$ cat src/rtl/seq_shift_add_multiplier_if.sv
// Handshake/data bundle between a controller FSM and the shift-add multiplier.
// Latency: none; plain wires grouping the request and result signals.
// Backpressure: none; the controller watches busy and only issues go while it is low.
//
// Signals: go/A/B (and tc when MULT_SIGNED_EN is defined) run controller -> multiplier;
//          busy/done/Result run multiplier -> controller.
// Modports: master = controller side, slave = multiplier side.
interface seq_shift_add_multiplier_if #(
  parameter int WIDTH = 8
);
  logic               go;
  logic [WIDTH-1:0]   A;
  logic [WIDTH-1:0]   B;
`ifdef MULT_SIGNED_EN
  logic               tc;
`endif
  logic               busy;
  logic               done;
  logic [2*WIDTH-1:0] Result;

`ifdef MULT_SIGNED_EN
  modport master (output go, A, B, tc, input busy, done, Result);
  modport slave  (input go, A, B, tc, output busy, done, Result);
`else
  modport master (output go, A, B, input busy, done, Result);
  modport slave  (input go, A, B, output busy, done, Result);
`endif
endinterface

$ cat src/rtl/seq_shift_add_multiplier.sv
// Sequential radix-2 shift-add WIDTH x WIDTH multiplier with a held 2*WIDTH result.
// Latency: done pulses WIDTH+1 edges after go is presented (counting the accept edge), 1 edge for a zero operand.
// Backpressure: go is only sampled in IDLE; requests while busy are dropped, never queued.
//
// Ports: clk (rising edge), reset (async, active low),
//        bus (slave modport): go/A/B[/tc] in, busy/done/Result out.
// Optional feature macro: MULT_SIGNED_EN adds the tc input and two's-complement operation.
module seq_shift_add_multiplier #(
  parameter int WIDTH = 8,
  parameter int CNT_W = $clog2(WIDTH + 1)
) (
  input  logic                        clk,
  input  logic                        reset,
  seq_shift_add_multiplier_if.slave   bus
);

  typedef enum logic [1:0] {
    IDLE = 2'd0,
    CALC = 2'd1,
    DONE = 2'd2
  } state_t;

  state_t               state;
  logic [WIDTH-1:0]     a_r;
  logic [WIDTH-1:0]     b_r;
  logic [WIDTH-1:0]     acc_hi;
  // Low half of the accumulator without its bottom bit: that bit is shifted
  // out on the next iteration and never reaches the product, so it is not stored.
  logic [WIDTH-2:0]     acc_lo;
  logic [CNT_W-1:0]     cnt;
  logic                 busy_r;
  logic                 done_r;
  logic [2*WIDTH-1:0]   result_r;

  logic [WIDTH:0]       sum;
  logic [2*WIDTH-1:0]   prod_next;
  logic [2*WIDTH-1:0]   final_res;
  logic [WIDTH-1:0]     a_mag;
  logic [WIDTH-1:0]     b_mag;
  logic                 zero_op;

`ifdef MULT_SIGNED_EN
  logic                 neg_r;
  logic                 neg_in;
`endif

  // One iteration: add the multiplicand into the upper half when the current
  // multiplier bit is set, then shift the whole accumulator right (carry included).
  always_comb begin
    sum       = {1'b0, acc_hi} + (b_r[0] ? {1'b0, a_r} : '0);
    prod_next = {sum, acc_lo};
  end

`ifdef MULT_SIGNED_EN
  // Magnitudes fit WIDTH unsigned bits even for the most negative operand.
  always_comb begin
    a_mag     = (bus.tc && bus.A[WIDTH-1]) ? -bus.A : bus.A;
    b_mag     = (bus.tc && bus.B[WIDTH-1]) ? -bus.B : bus.B;
    neg_in    = bus.tc & (bus.A[WIDTH-1] ^ bus.B[WIDTH-1]);
    final_res = neg_r ? -prod_next : prod_next;
  end
`else
  always_comb begin
    a_mag     = bus.A;
    b_mag     = bus.B;
    final_res = prod_next;
  end
`endif

  assign zero_op = (bus.A == '0) || (bus.B == '0);

  always_ff @(posedge clk or negedge reset) begin
    if (!reset) begin
      state    <= IDLE;
      a_r      <= '0;
      b_r      <= '0;
      acc_hi   <= '0;
      acc_lo   <= '0;
      cnt      <= '0;
      busy_r   <= 1'b0;
      done_r   <= 1'b0;
      result_r <= '0;
`ifdef MULT_SIGNED_EN
      neg_r    <= 1'b0;
`endif
    end else begin
      case (state)
        IDLE: begin
          done_r <= 1'b0;
          if (bus.go) begin
            a_r    <= a_mag;
            b_r    <= b_mag;
            acc_hi <= '0;
            acc_lo <= '0;
            cnt    <= '0;
            busy_r <= 1'b1;
`ifdef MULT_SIGNED_EN
            neg_r  <= neg_in;
`endif
            if (zero_op) begin
              // Shortcut: product is known to be zero, skip the iterations.
              state    <= DONE;
              done_r   <= 1'b1;
              result_r <= '0;
            end else begin
              state <= CALC;
            end
          end
        end

        CALC: begin
          acc_hi <= prod_next[2*WIDTH-1:WIDTH];
          acc_lo <= prod_next[WIDTH-1:1];
          b_r    <= b_r >> 1;
          cnt    <= cnt + CNT_W'(1);
          if (cnt == CNT_W'(WIDTH - 1)) begin
            // Last iteration: the shifted accumulator is the full product.
            state    <= DONE;
            done_r   <= 1'b1;
            result_r <= final_res;
          end
        end

        DONE: begin
          state  <= IDLE;
          busy_r <= 1'b0;
          done_r <= 1'b0;
        end

        default: begin
          state  <= IDLE;
          busy_r <= 1'b0;
          done_r <= 1'b0;
        end
      endcase
    end
  end

  assign bus.busy   = busy_r;
  assign bus.done   = done_r;
  assign bus.Result = result_r;

endmodule

$ cat src/flat_wrapper.sv
// flat-port wrapper written by rule: the top's interface ports become plain ports
module seq_shift_add_multiplier_flat 
#(
  parameter int WIDTH = 8,
  parameter int CNT_W = $clog2(WIDTH + 1)
)
  (clk, reset, bus_go, bus_A, bus_B, bus_busy, bus_done, bus_Result);
  seq_shift_add_multiplier_if #(.WIDTH(WIDTH)) bus_i ();
  input  logic clk;
  input  logic reset;
  input wire logic [$bits(bus_i.go)-1:0] bus_go;
  input wire logic [$bits(bus_i.A)-1:0] bus_A;
  input wire logic [$bits(bus_i.B)-1:0] bus_B;
  output wire logic [$bits(bus_i.busy)-1:0] bus_busy;
  output wire logic [$bits(bus_i.done)-1:0] bus_done;
  output wire logic [$bits(bus_i.Result)-1:0] bus_Result;
  assign bus_i.go = bus_go;
  assign bus_i.A = bus_A;
  assign bus_i.B = bus_B;
  assign bus_busy = bus_i.busy;
  assign bus_done = bus_i.done;
  assign bus_Result = bus_i.Result;
  seq_shift_add_multiplier #(.WIDTH(WIDTH), .CNT_W(CNT_W)) u_core (.clk(clk), .reset(reset), .bus(bus_i));
endmodule
$ cat config.mk
export PLATFORM = sky130hd
export DESIGN_NAME = seq_shift_add_multiplier_flat
export DESIGN_NICKNAME = d
export VERILOG_FILES = /design/src/rtl/seq_shift_add_multiplier_if.sv /design/src/rtl/seq_shift_add_multiplier.sv /design/src/flat_wrapper.sv
export SDC_FILE = /design/constraint.sdc
export NUM_CORES = 1
export LEC_CHECK = 0
export BUFFER_PORTS_ARGS = -buffer_cell sky130_fd_sc_hd__clkbuf_2
export CELL_PAD_IN_SITES_DETAIL_PLACEMENT = 1
export CELL_PAD_IN_SITES_GLOBAL_PLACEMENT = 1
export CORE_AREA = 2 2 78 80
export CTS_BUF_LIST = sky130_fd_sc_hd__clkbuf_2
export DETAILED_ROUTE_END_ITERATION = 12
export DIE_AREA = 0 0 80 82
export PLACE_DENSITY = 0.89
export SLEW_MARGIN = 25
export SYNTH_ARGS = -nofsm -noshare
export SYNTH_HDL_FRONTEND = slang
export SYNTH_SLANG_ARGS = --single-unit
$ cat constraint.sdc
create_clock -name clk -period 2.8 [get_ports clk]
set_input_delay 0.14 -clock clk [delete_from_list [all_inputs] [get_ports clk]]
set_output_delay 0.14 -clock clk [all_outputs]
set_load 0.01 [all_outputs]
# Word-level counts from Yosys, hierarchy flattened
# Index checks and enable logic that the tools add are counted.
[totals] reg_bits=55 in_bits=19
[classes] add_sub_neg=2 n_eq_ne=5 mux=23 n_bitwise=1 reduce_logical=10
[ops] operator="$mux 16" count=3
[ops] operator="$pmux 16 s2" count=1
[ops] operator="$pmux 8 s2" count=2
[ops] operator="$mux 8" count=3
[ops] operator="$logic_not 8->1" count=2
[ops] operator="$pmux 7 s2" count=1
[ops] operator="$add 8x9->9" count=1
[ops] operator="$pmux 4 s2" count=1
[ops] operator="$reduce_and 2->1" count=4
[ops] operator="$mux 7" count=1
[ops] operator="$mux 2" count=3
[ops] operator="$add 4x1->4 const B" count=1
[ops] operator="$eq 4x3->1 const B" count=1
[ops] operator="$mux 1" count=4
[ops] operator="$mux 4" count=1
[ops] operator="$ne 2x1->1 const B" count=2
[ops] operator="$pmux 1 s2" count=2
[ops] operator="$pmux 2 s2" count=1
[ops] operator="$reduce_and 4->1" count=1
[ops] operator="$eq 2x1->1 const B" count=1
[ops] operator="$logic_not 2->1" count=1
[ops] operator="$ne 2x2->1 const B" count=1
[ops] operator="$reduce_bool 2->1" count=1
[ops] operator="$logic_or 1x1->1" count=1
[ops] operator="$not 1->1" count=1

# Logic depth before layout (Yosys ltp)
# Gate-level depths: netlist (run 1).
[depth] depth_word=5 depth_mapped=8 mapped_depth_nobuf=8

# Worst setup path after synthesis (run 1)
# No wires, ideal clock.
[synth_timing] path_type="register to register" startpoint="register u_core.b_r[0]" endpoint="register u_core.acc_hi[5]" setup_time_ps=129 arrival_ps=1926 required_time_ps=2671 slack_ps=745 path_stages_with_launch=9 synth_period_minus_slack_ps=2055 cell_sequence="dfrtp_1 -> and2_1 -> ha_1 -> fa_1 -> a211oi_1 -> o21bai_1 -> a21oi_1 -> xor2_1 -> o21ai_0"
[synth_via] elab_chain_len=3
[synth_rtl] item="start: declaration" line_no="seq_shift_add_multiplier.sv:25" rtl="logic [WIDTH-1:0] b_r;"
[synth_rtl] item="start signal: assignment" line_no="seq_shift_add_multiplier.sv:92" rtl="b_r <= b_mag;"
[synth_rtl] item="start signal: assignment" line_no="seq_shift_add_multiplier.sv:114" rtl="b_r <= b_r >> 1;"
[synth_rtl] item="$mux 8" line_no="seq_shift_add_multiplier.sv:50" rtl="sum = {1'b0, acc_hi} + (b_r[0] ? {1'b0, a_r} : '0);"
[synth_rtl] item="$add 8x9->9" line_no="seq_shift_add_multiplier.sv:50"
[synth_rtl] item="$pmux 8 s2" line_no="seq_shift_add_multiplier.sv:87" rtl="case (state)"
[synth_rtl] item="end signal: assignment" line_no="seq_shift_add_multiplier.sv:112" rtl="acc_hi <= prod_next[2*WIDTH-1:WIDTH];"
[synth_rtl] item="end: declaration" line_no="seq_shift_add_multiplier.sv:26" rtl="logic [WIDTH-1:0] acc_hi;"
# Every way passes these cells.
# A chain may end at the register's enable or synchronous reset.

# Worst setup path after layout (run 1)
[layout_timing] startpoint="register u_core.b_r[0]" endpoint="register u_core.acc_hi[7]"
# The elaborated chain is that of the path after synthesis.

==> results of run 1 <==
==> path summary, 6_finish.rpt <==
check | startpoint | slack, ps | depth (start not counted) | end
max reg2reg | u_core.b_r[0] | 360 | 8 | u_core.acc_hi[7]
max in group asynchronous | reset | 1810 | 3 | u_core.bus.Result[13]
min | bus_B[4] | 30 | 3 | u_core.b_r[4]
min in group asynchronous | reset | 280 | 2 | u_core.bus.Result[5]
max | u_core.b_r[0] | 360 | 8 | u_core.acc_hi[7]
min reg2reg | u_core.acc_lo[4] | 520 | 1 | u_core.acc_lo[4]
==> through the flow <==
step                instances  utilization  area (µm²)  power (W)
finish                    373        0.534        3070    0.00289
global route              373        0.534        3070    0.00312
CTS                       373        0.534        3070    0.00292
detailed placement        349        0.493        2830    0.00247
global placement          349        0.493        2830    0.00239
floorplan                 242            -        2570    0.00206
==> logic make-up after synthesis <==
kind of cell / synth area share
and+or+nand+nor: 0.148
AOI/OAI and AO/OA: 0.181
DFF: 0.536
buffers and inverters: 0.0263
adders and majority gates: 0.0517
muxes: 0.0365
xor gates and xnor gates: 0.0205
==> power breakdown <==
part | switching, W | total (W) | internal [W]
Sequential | 0.000228 | 0.00133 | 0.00110
Clock | 0.000265 | 0.000422 | 0.000156
Combinational | 0.000627 | 0.00114 | 0.000513
Total | 0.00112 | 0.00289 | 0.00177
==> worst max-delay path, delay by kind of cell, from the launching register on <==
kind	cells	cell delay, ps
compound gates	5	1010
fa+ha+maj	2	640
flops	1	530
simple gates	1	180
==> sequential cells by signal, indices dropped and copies added (netlist names) <==
signal	flops
u_core.bus.done	1
u_core.a_r	8
u_core.acc_hi	8
u_core.acc_lo	7
u_core.state	2
u_core.bus.Result	16
u_core.cnt	4
u_core.bus.busy	1
u_core.b_r	8
==> layer usage <==
| layer | GRT usage | wire [µm] | vias up |
|---|---|---|---|
| li1 | - | - | 958 |
| met1 | 0.250 | 2670 | 1026 |
| met2 | 0.398 | 3530 | 37 |
| met3 | 0.0341 | 244 | 10 |
| met4 | 0.0864 | 138 | 0 |
| met5 | 0 | 0 | - |
==> area by class of cell <==
| type | instances | area (µm²) | area share |
|---|---|---|---|
| flip-flops and latches | 55 | 1380 | 0.449 |
| multi-input cells | 174 | 1120 | 0.366 |
| repair buffers | 59 | 393 | 0.128 |
| well taps | 75 | 93.8 | 0.0306 |
| clock inverters | 3 | 47.5 | 0.0155 |
| clock buffers | 5 | 25.0 | 0.00816 |
| inverters | 2 | 7.51 | 0.00245 |
==> synth_stat cells (3+ instances only) <==
cell        n  share of area
a21o_1     11          0.032
a21oi_1     4         0.0078
a22o_1      6          0.020
a22oi_1     9          0.026
and2_1     16          0.039
clkbuf_1    9          0.013
dfrtp_1    55           0.54
ha_1        9          0.044
mux2_2      7          0.031
nand2_1    44          0.064
nand2b_1    3         0.0073
nor2_1      7          0.010
nor2b_1     3         0.0073
o211ai_1    4          0.012
o21ai_0    22          0.043
o21bai_1    3         0.0088
o2bb2ai_1   3          0.010
xor2_1      4          0.014
==> impl_results.md, run 1 <==
- Die height: 82 µm
- Setup repair after global routing missed its margin: no
- TritonCTS clock tree: yes
- Async SR Flop Fraction: 1.00
- Postcts setup bufs: 0
- H-tree depth: 2
- Startpoint Class: flop
- Most frequent cells in the layout: dfrtp_1 (55), nand2_1 (44), clkbuf_2 (41)
- Final WL: 6.59 mm
- Vias: 2031
- CP endpoint kind: flop
- Commonest non-fill, non-tap cell in the layout: dfrtp_1
- Starting density of the core: 0.447
- Worst hold margin: 27.7 ps
- CTS resizes: 0
- FP Rows: 28
- Synthesized net count: 271
- Ys flop type: dfrtp_1
- Clock buffer depth: 2
- Die area: 6560 µm²
- Max cap viols: 0
- Slew HR: 0.399
- Post-DP HPWL: 4.46 mm
- Detail Route Antenna Nets: 0
- Clock Pin Slew Worst Setup and Hold Paths: 270 ps
- Layout Nets: 326
- Status: finished clean
- Critical path arrival: 2790 ps
- DR pass1 iterations: 4
- Part of the cycle the worst path needs: 0.871
- Cts bufs inserted: 5
- # hold bufs at CTS: 16
- Port Buffer Count: 36
- Gate Count Post-Synth: 242
- Final setup viols: 0
- Synth warn: 0
- Peak supply drop: 0.000327 V
- Syn Area/Cell: 10.6 µm²
- Worst hold path type: in2reg
- Area Overhead vs Synth: 19.4%
- Starting DRT DRC Count: 79
- Power Density: 943 nW/µm²
- Crit-path cells: and2_1 -> ha_1 -> fa_1 -> a211oi_1 -> o21ai_0 -> a21o_1 -> a21oi_1 -> o21ai_0
- IO Pins: 37
- Seq/Total Area, Yosys: 0.536
- WS Path Type: reg2reg
- Share of cells above drive strength 1: 0.205
- Clock Skew: 24.0 ps
- Slack of the critical path: 361 ps
- Overflow after GRT: 0
- Yosys reg bits: 55
- # DRC: 0
- Antenna Cells: 0
- Fillers: 669
- Cell leakage power: 1.59 nW
- Initial antenna violation count: 0
- Clk sinks: 55
- Fmax achieved: 0.410 GHz
- DR vias/cell: 5.45
- Setup TNS: 0 ps
- Crit path time final: 2440 ps
- Worst path required time: 3150 ps
- Synth cell types: 35
- Cell Area, Synth: 2570 µm²
- Crit-path max FO: 9
- Slew Limit Fails: 0
- Clk_lat worst skew: 460 ps
- Core Region: 5750 µm²
- Largest net degree at the start of global routing: 38
- Global Route Usage Sum: 0.215
- Hold violation total from the final report: 0
- Pre-CTS WS: 417 ps
- CTS Root Cell: clkbuf_2
- Cell at the slowest stage of the critical path: dfrtp_1
- Drt wl/cell: 17.7 µm
- Gp weighted congestion: 0.815
- Worst-Margin Slew: 901 ps
- Number of synthesized flops with an enable pin: 0
- Vias in the first global route: 2229
- CP dominant cell by count: o21ai_0
- First-pass GRT wire length: 10.6 mm
- Max incr delay on CP: 530 ps
- Die span in x: 80 µm
(Power assumes the default switching activity.)
==> run 2: changes to the inputs <==
==> constraint.sdc (replaced) <==
create_clock -name clk -period 2.3 [get_ports clk]
set_input_delay 0.115 -clock clk [delete_from_list [all_inputs] [get_ports clk]]
set_output_delay 0.115 -clock clk [all_outputs]
set_load 0.01 [all_outputs]
==> run 2 against run 1 <==
  * Final area is 2.7% higher
  * Global-route usage is 1.3 points higher
  * Clock power grew 51%
  * Clock skew grew 4.0 ps
  * Worst setup slack worse by 270 ps
  * Flip-flop and latch count is the same
  * First-iteration DRC count rose by 75%
  * Utilization up 1.4 points
  * Sequential share of layout area fell by 1.2 points
  * Fmax up 11%
  * Worst hold slack better by 110 ps
  * Largest power group unchanged
  * Highest routed layer unchanged
==> impl_results.md, run 2 (synthesis gave the netlist of run 1 again) <==
- Drt wl/cell: 18.8 µm (was 17.7 µm)
- Clock power frac: 0.170 (was 0.146)
- # DRC: 0 (unchanged)
- Max incr delay on CP: 480 ps (was 530 ps)
- Hold violation total from the final report: 0 (unchanged)
- Post-route cell area: 3150 µm² (was 3070 µm²)
- Final Power: 0.00374 W (was 0.00289 W)
- CP endpoint kind: flop (unchanged)
- Area Overhead vs Synth: 22.7% (was 19.4%)
- Cell at the slowest stage of the critical path: dfrtp_1 (unchanged)
- DR pass1 iterations: 4 (unchanged)
- Most frequent cells in the layout: dfrtp_1 (55), nand2_1 (44), clkbuf_2 (41) (unchanged)
- Initial antenna violation count: 0 (unchanged)
- Clock Pin Slew Worst Setup and Hold Paths: 310 ps (was 270 ps)
- Worst path required time: 2650 ps (was 3150 ps)
- TritonCTS clock tree: yes (unchanged)
- Crit-path max FO: 5 (was 9)
- Die height: 82 µm (unchanged)
- Peak supply drop: 0.000516 V (was 0.000327 V)
- Critical path arrival: 2560 ps (was 2790 ps)
- CTS Root Cell: clkbuf_2 (unchanged)
- Crit-path cells: and2_1 -> ha_2 -> fa_2 -> a211oi_2 -> o21ai_1 -> a21o_1 -> a21oi_2 -> o21ai_0 (was and2_1 -> ha_1 -> fa_1 -> a211oi_1 -> o21ai_0 -> a21o_1 -> a21oi_1 -> o21ai_0)
- Startpoint Class: flop (unchanged)
- Clk_lat worst skew: 480 ps (was 460 ps)
- IO Pins: 37 (unchanged)
- Post-DP HPWL: 4.69 mm (was 4.46 mm)
- DP Area: 2860 µm² (was 2830 µm²)
- Sw frac: 0.385 (was 0.387)
- Starting density of the core: 0.447 (unchanged)
- Clock Skew: 28.0 ps (was 24.0 ps)
- Worst hold path type: in2async (was in2reg)
- Cell leakage power: 1.62 nW (was 1.59 nW)
- Global Route Usage Sum: 0.229 (was 0.215)
- Combinational share of power: 0.397 (was 0.394)
- Sequential Power Share: 0.433 (was 0.460)
- WS Path Type: reg2reg (unchanged)
- Status: finished clean (unchanged)
- Worst hold margin: 138 ps (was 27.7 ps)
- Gp weighted congestion: 0.866 (was 0.815)
- Reg-to-reg slack, setup: 90 ps (was 360 ps)
- Port Buffer Count: 36 (unchanged)
- Fmax achieved: 0.453 GHz (was 0.410 GHz)
- Vias: 2108 (was 2031)
- Cts bufs inserted: 5 (unchanged)
- Starting DRT DRC Count: 138 (was 79)
- H-tree depth: 2 (unchanged)
- Share of cells above drive strength 1: 0.225 (was 0.205)
- Antenna Cells: 0 (unchanged)
- Vias in the first global route: 2304 (was 2229)
- Power Density: 1190 nW/µm² (was 943 nW/µm²)
- Slack of the critical path: 94.9 ps (was 361 ps)
- Final design utilization: 0.548 (was 0.534)
- Crit path time final: 2210 ps (was 2440 ps)
- FP Rows: 28 (unchanged)
- Worst-Margin Slew: 782 ps (was 901 ps)
- Layout Nets: 330 (was 326)
- Overflow after GRT: 0 (unchanged)
- Max reg flops: 16 (unchanged)
- Detail Route Antenna Nets: 0 (unchanged)
- Part of the cycle the worst path needs: 0.959 (was 0.871)
- Die area: 6560 µm² (unchanged)
- Pre-CTS WS: 66.6 ps (was 417 ps)
- Slew Limit Fails: 0 (unchanged)
- Clock buffer depth: 2 (unchanged)
- Largest net degree at the start of global routing: 30 (was 38)
- Slew HR: 0.479 (was 0.399)
- Core Region: 5750 µm² (unchanged)
- First-pass GRT wire length: 11.3 mm (was 10.6 mm)
- Die span in x: 80 µm (unchanged)
- Final setup viols: 0 (unchanged)
- Final WL: 7.08 mm (was 6.59 mm)
- Clk sinks: 55 (unchanged)
- Int Power: 0.00230 W (was 0.00177 W)
- Commonest non-fill, non-tap cell in the layout: dfrtp_1 (unchanged)
- DR vias/cell: 5.59 (was 5.45)
- Switching power: 0.00144 W (was 0.00112 W)
- Max cap viols: 0 (unchanged)
## run 2: per-layer routing
metal | wire length, µm | part of all wire | up-vias | GRT usage
met5 | 0 | 0 | - | 0
met2 | 3780 | 0.53 | 50 | 0.415
met1 | 2880 | 0.41 | 1077 | 0.274
met3 | 273 | 0.039 | 14 | 0.0374
met4 | 149 | 0.021 | 0 | 0.0831
li1 | - | - | 967 | -
## run 2: path summary, 6_finish.rpt
check,start,end,depth (start not counted)
max in group asynchronous,reset,u_core.bus.Result[15],3
min,reset,u_core.bus.Result[3],2
min in group clk,bus_go,u_core.b_r[0],5
max,u_core.b_r[0],u_core.acc_hi[7],8
min reg2reg,u_core.acc_lo[1],u_core.acc_lo[1],1
max reg2reg,u_core.b_r[0],u_core.acc_hi[7],8
## run 2: critical path, delay by kind of cell (launching register included)
kind | cells | cell delay [ps]
adder cells (fa/ha/maj) | 2 | 600
flip-flops | 1 | 480
AO/OA/AOI/OAI | 5 | 850
AND/OR/NAND/NOR | 1 | 160
## run 2: power by group through the flow
stage | Sequential, W | Combinational [W] | Clock, W
3_5_place_dp | 0.00162 | 0.00142 | 0
5_1_grt | 0.00167 | 0.00165 | 0.000681
4_1_cts | 0.00161 | 0.00146 | 0.000637
6_report | 0.00162 | 0.00148 | 0.000637
2_1_floorplan | 0.00159 | 0.000913 | 0
3_3_place_gp | 0.00160 | 0.00133 | 0
## run 2: per-stage QoR
step,setup TNS [ps],instances
global placement,0,351
detailed placement,0,351
finish,0,377
floorplan,0,242
CTS,0,376
global route,-2.87,377
## run 2: timing repair
action                                  4_1_cts  5_1_grt
buffers inserted                              0        1
resized for setup                             1        4
hold buffers                                 17        0
endpoints found under the setup margin        1        4
pin swaps                                     0        4
hold endpoints to repair                     42        0
## run 2: layout make-up
| type | count | area (µm²) |
|---|---|---|
| Multi-Input combinational cell | 174 | 1140 |
| Inverter | 2 | 7.51 |
| Sequential cell | 55 | 1380 |
| Clock inverter | 3 | 71.3 |
| Clock buffer | 5 | 25.0 |
| Timing Repair Buffer | 63 | 438 |
| Fill cell | 665 | 2600 |
| Tap cell | 75 | 93.8 |
==> run 3: changes to the inputs <==
==> constraint.sdc (replaced) <==
create_clock -name clk -period 2.4 [get_ports clk]
set_input_delay 0.12 -clock clk [delete_from_list [all_inputs] [get_ports clk]]
set_output_delay 0.12 -clock clk [all_outputs]
set_load 0.01 [all_outputs]
==> run 3 against run 2 <==
  * Global-route usage barely moved
  * Fmax fell by 4.4%
  * Clock power fell by 35%
  * Combinational power fell by 5%
  * Sequential share of layout area rose by 0.85 points
  * Count of clock-buffer cells in the layout did not move
  * Non-clock buffer count did not move
  * Die area did not move
  * Final area fell by 1.8%
  * Wire length fell by 1.4%
  * Utilization fell by 1.0 points
  * Register-to-register slack barely moved
  * Critical path type unchanged
  * Largest cell class unchanged
==> impl_results.md, run 3 (synthesis gave the netlist of run 1 again) <==
- CP endpoint kind: flop (unchanged)
- Area Overhead vs Synth: 20.4% (was 22.7%)
- Slew Limit Fails: 0 (unchanged)
- Startpoint Class: flop (unchanged)
- Cell leakage power: 1.60 nW (was 1.62 nW)
- Final Power: 0.00337 W (was 0.00374 W)
- CTS Root Cell: clkbuf_2 (unchanged)
- Initial antenna violation count: 0 (unchanged)
- First-pass GRT wire length: 11.2 mm (was 11.3 mm)
- Clk sinks: 55 (unchanged)
- Clk_lat worst skew: 500 ps (was 480 ps)
- Fmax achieved: 0.434 GHz (was 0.453 GHz)
- Status: finished clean (unchanged)
- Port Buffer Count: 36 (unchanged)
- Post-route cell area: 3090 µm² (was 3150 µm²)
- Power Density: 1090 nW/µm² (was 1190 nW/µm²)
- Max incr delay on CP: 510 ps (was 480 ps)
- CP dominant cell by count: o21ai_0
- Worst-Margin Slew: 770 ps (was 782 ps)
- Final design utilization: 0.538 (was 0.548)
- Layout Nets: 330 (unchanged)
- Antenna Cells: 0 (unchanged)
- Starting DRT DRC Count: 121 (was 138)
- Met1 wire length: 2.98 mm (was 2.88 mm)
- H-tree depth: 2 (unchanged)
- Peak supply drop: 0.000463 V (was 0.000516 V)
- Final setup viols: 0 (unchanged)
- DR vias/cell: 5.57 (was 5.59)
- Core Region: 5750 µm² (unchanged)
- Crit path time final: 2310 ps (was 2210 ps)
- Worst hold margin: 89.7 ps (was 138 ps)
- Max reg flops: 16 (unchanged)
- WS Path Type: reg2reg (unchanged)
- Die area: 6560 µm² (unchanged)
- Clock buffer depth: 2 (unchanged)
- Reg2Reg Depth: 8 (unchanged)
- Global Route Usage Sum: 0.229 (about the same)
- Share of cells above drive strength 1: 0.225 (unchanged)
- Crit-path max FO: 4 (was 5)
- Detail Route Antenna Nets: 0 (unchanged)
- TritonCTS clock tree: yes (unchanged)
- Gp weighted congestion: 0.846 (was 0.866)
- Crit-path cells: and2_1 -> ha_1 -> fa_2 -> a211oi_2 -> o21ai_0 -> a21o_1 -> a21oi_2 -> o21ai_0 (was and2_1 -> ha_2 -> fa_2 -> a211oi_2 -> o21ai_1 -> a21o_1 -> a21oi_2 -> o21ai_0)
- Die height: 82 µm (unchanged)
- CP top delay family: compound AO/OA/AOI/OAI gates (unchanged)
- Max cap viols: 0 (unchanged)
- Buf/Inv on CP: 0 (unchanged)
- Reg-to-reg slack, setup: 90 ps (about the same)
- IO Pins: 37 (unchanged)
- Commonest non-fill, non-tap cell in the layout: dfrtp_1 (unchanged)
- # DRC: 0 (unchanged)
- DR pass1 iterations: 6 (was 4)
- Vias: 2099 (was 2108)
- R2r startpoint: u_core.b_r[0] (unchanged)
- Post-route insts no fill: 377 (unchanged)
- R2r endpoint: u_core.acc_hi[7] (unchanged)
- FP Rows: 28 (unchanged)
- Slew HR: 0.487 (was 0.479)
- Die span in x: 80 µm (unchanged)
- DP Area: 2840 µm² (was 2860 µm²)
- Worst hold path type: in2async (unchanged)
- Metal3 WL: 226 µm (was 273 µm)
- Critical path arrival: 2670 ps (was 2560 ps)
- Most frequent cells in the layout: dfrtp_1 (54), nand2_1 (44), clkbuf_2 (41) (was dfrtp_1 (55), nand2_1 (44), clkbuf_2 (41))
- Vias in the first global route: 2259 (was 2304)
- Cts bufs inserted: 5 (unchanged)
- Drt wl/cell: 18.5 µm (was 18.8 µm)
- Starting density of the core: 0.447 (unchanged)
- Overflow after GRT: 0 (unchanged)
- Part of the cycle the worst path needs: 0.961 (was 0.959)
- Cell at the slowest stage of the critical path: dfrtp_2 (was dfrtp_1)
- Largest net degree at the start of global routing: 36 (was 30)
- DR top layer: met4 (unchanged)
- Clock Skew: 44.1 ps (was 28.0 ps)
- Dpl cells: 350 (was 351)
- Hold violation total from the final report: 0 (unchanged)
- Post-DP HPWL: 4.56 mm (was 4.69 mm)
- Final WL: 6.98 mm (was 7.08 mm)
- Worst path required time: 2770 ps (was 2650 ps)
- Met2 WL: 3.67 mm (was 3.78 mm)
- Clock Pin Slew Worst Setup and Hold Paths: 320 ps (was 310 ps)
## run 3: power breakdown
part / internal, W / switching, W / leakage, nW / total (W)
Clock: 0.0000813 / 0.000331 / 0.0311 / 0.000413
Combinational: 0.000630 / 0.000777 / 0.856 / 0.00141
Sequential: 0.00129 / 0.000265 / 0.710 / 0.00155
## run 3: timing repair
action                                  in CTS  in global routing
pin swaps                                    0                  1
hold buffers                                17                  0
endpoints found under the setup margin       2                  4
gates resized for setup                      2                  2
endpoints found under the hold margin       36                  0
buffers inserted                             0                  2
## run 3: metal layers
| layer | vias to the layer above | global-route usage |
|---|---|---|
| met3 | 11 | 0.0440 |
| li1 | 971 | - |
| met5 | - | 0 |
| met4 | 0 | 0.0729 |
| met1 | 1069 | 0.288 |
| met2 | 48 | 0.400 |
## run 3: cell type report
class | instances | area, µm²
Fill cell | 661 | 2650
Sequential cell | 55 | 1380
Multi-Input combinational cell | 174 | 1130
Timing Repair Buffer | 63 | 425
Tap cell | 75 | 93.8
Clock inverter | 3 | 27.5
Clock buffer | 5 | 25.0
Inverter | 2 | 7.51
## run 3: worst max path at each step
stage,slack (ps),from,depth (start not counted),to
after global placement,190,u_core.b_r[0],8,u_core.acc_hi[5]
after floorplan,340,u_core.b_r[0],8,u_core.acc_hi[5]
after detailed placement,70,u_core.b_r[0],8,u_core.acc_hi[7]
final,90,u_core.b_r[0],8,u_core.acc_hi[7]
after global routing,-20,u_core.b_r[0],8,u_core.bus.Result[12]
after CTS,30,u_core.b_r[0],8,u_core.acc_hi[7]
## run 3: through the flow
stage / TNS, ps / setup WS, ps
after floorplan: 0 / 345
after global placement: 0 / 186
after detailed placement: 0 / 66.3
after CTS: 0 / 27.6
after global routing: -26.3 / -21.7
final: 0 / 94.4
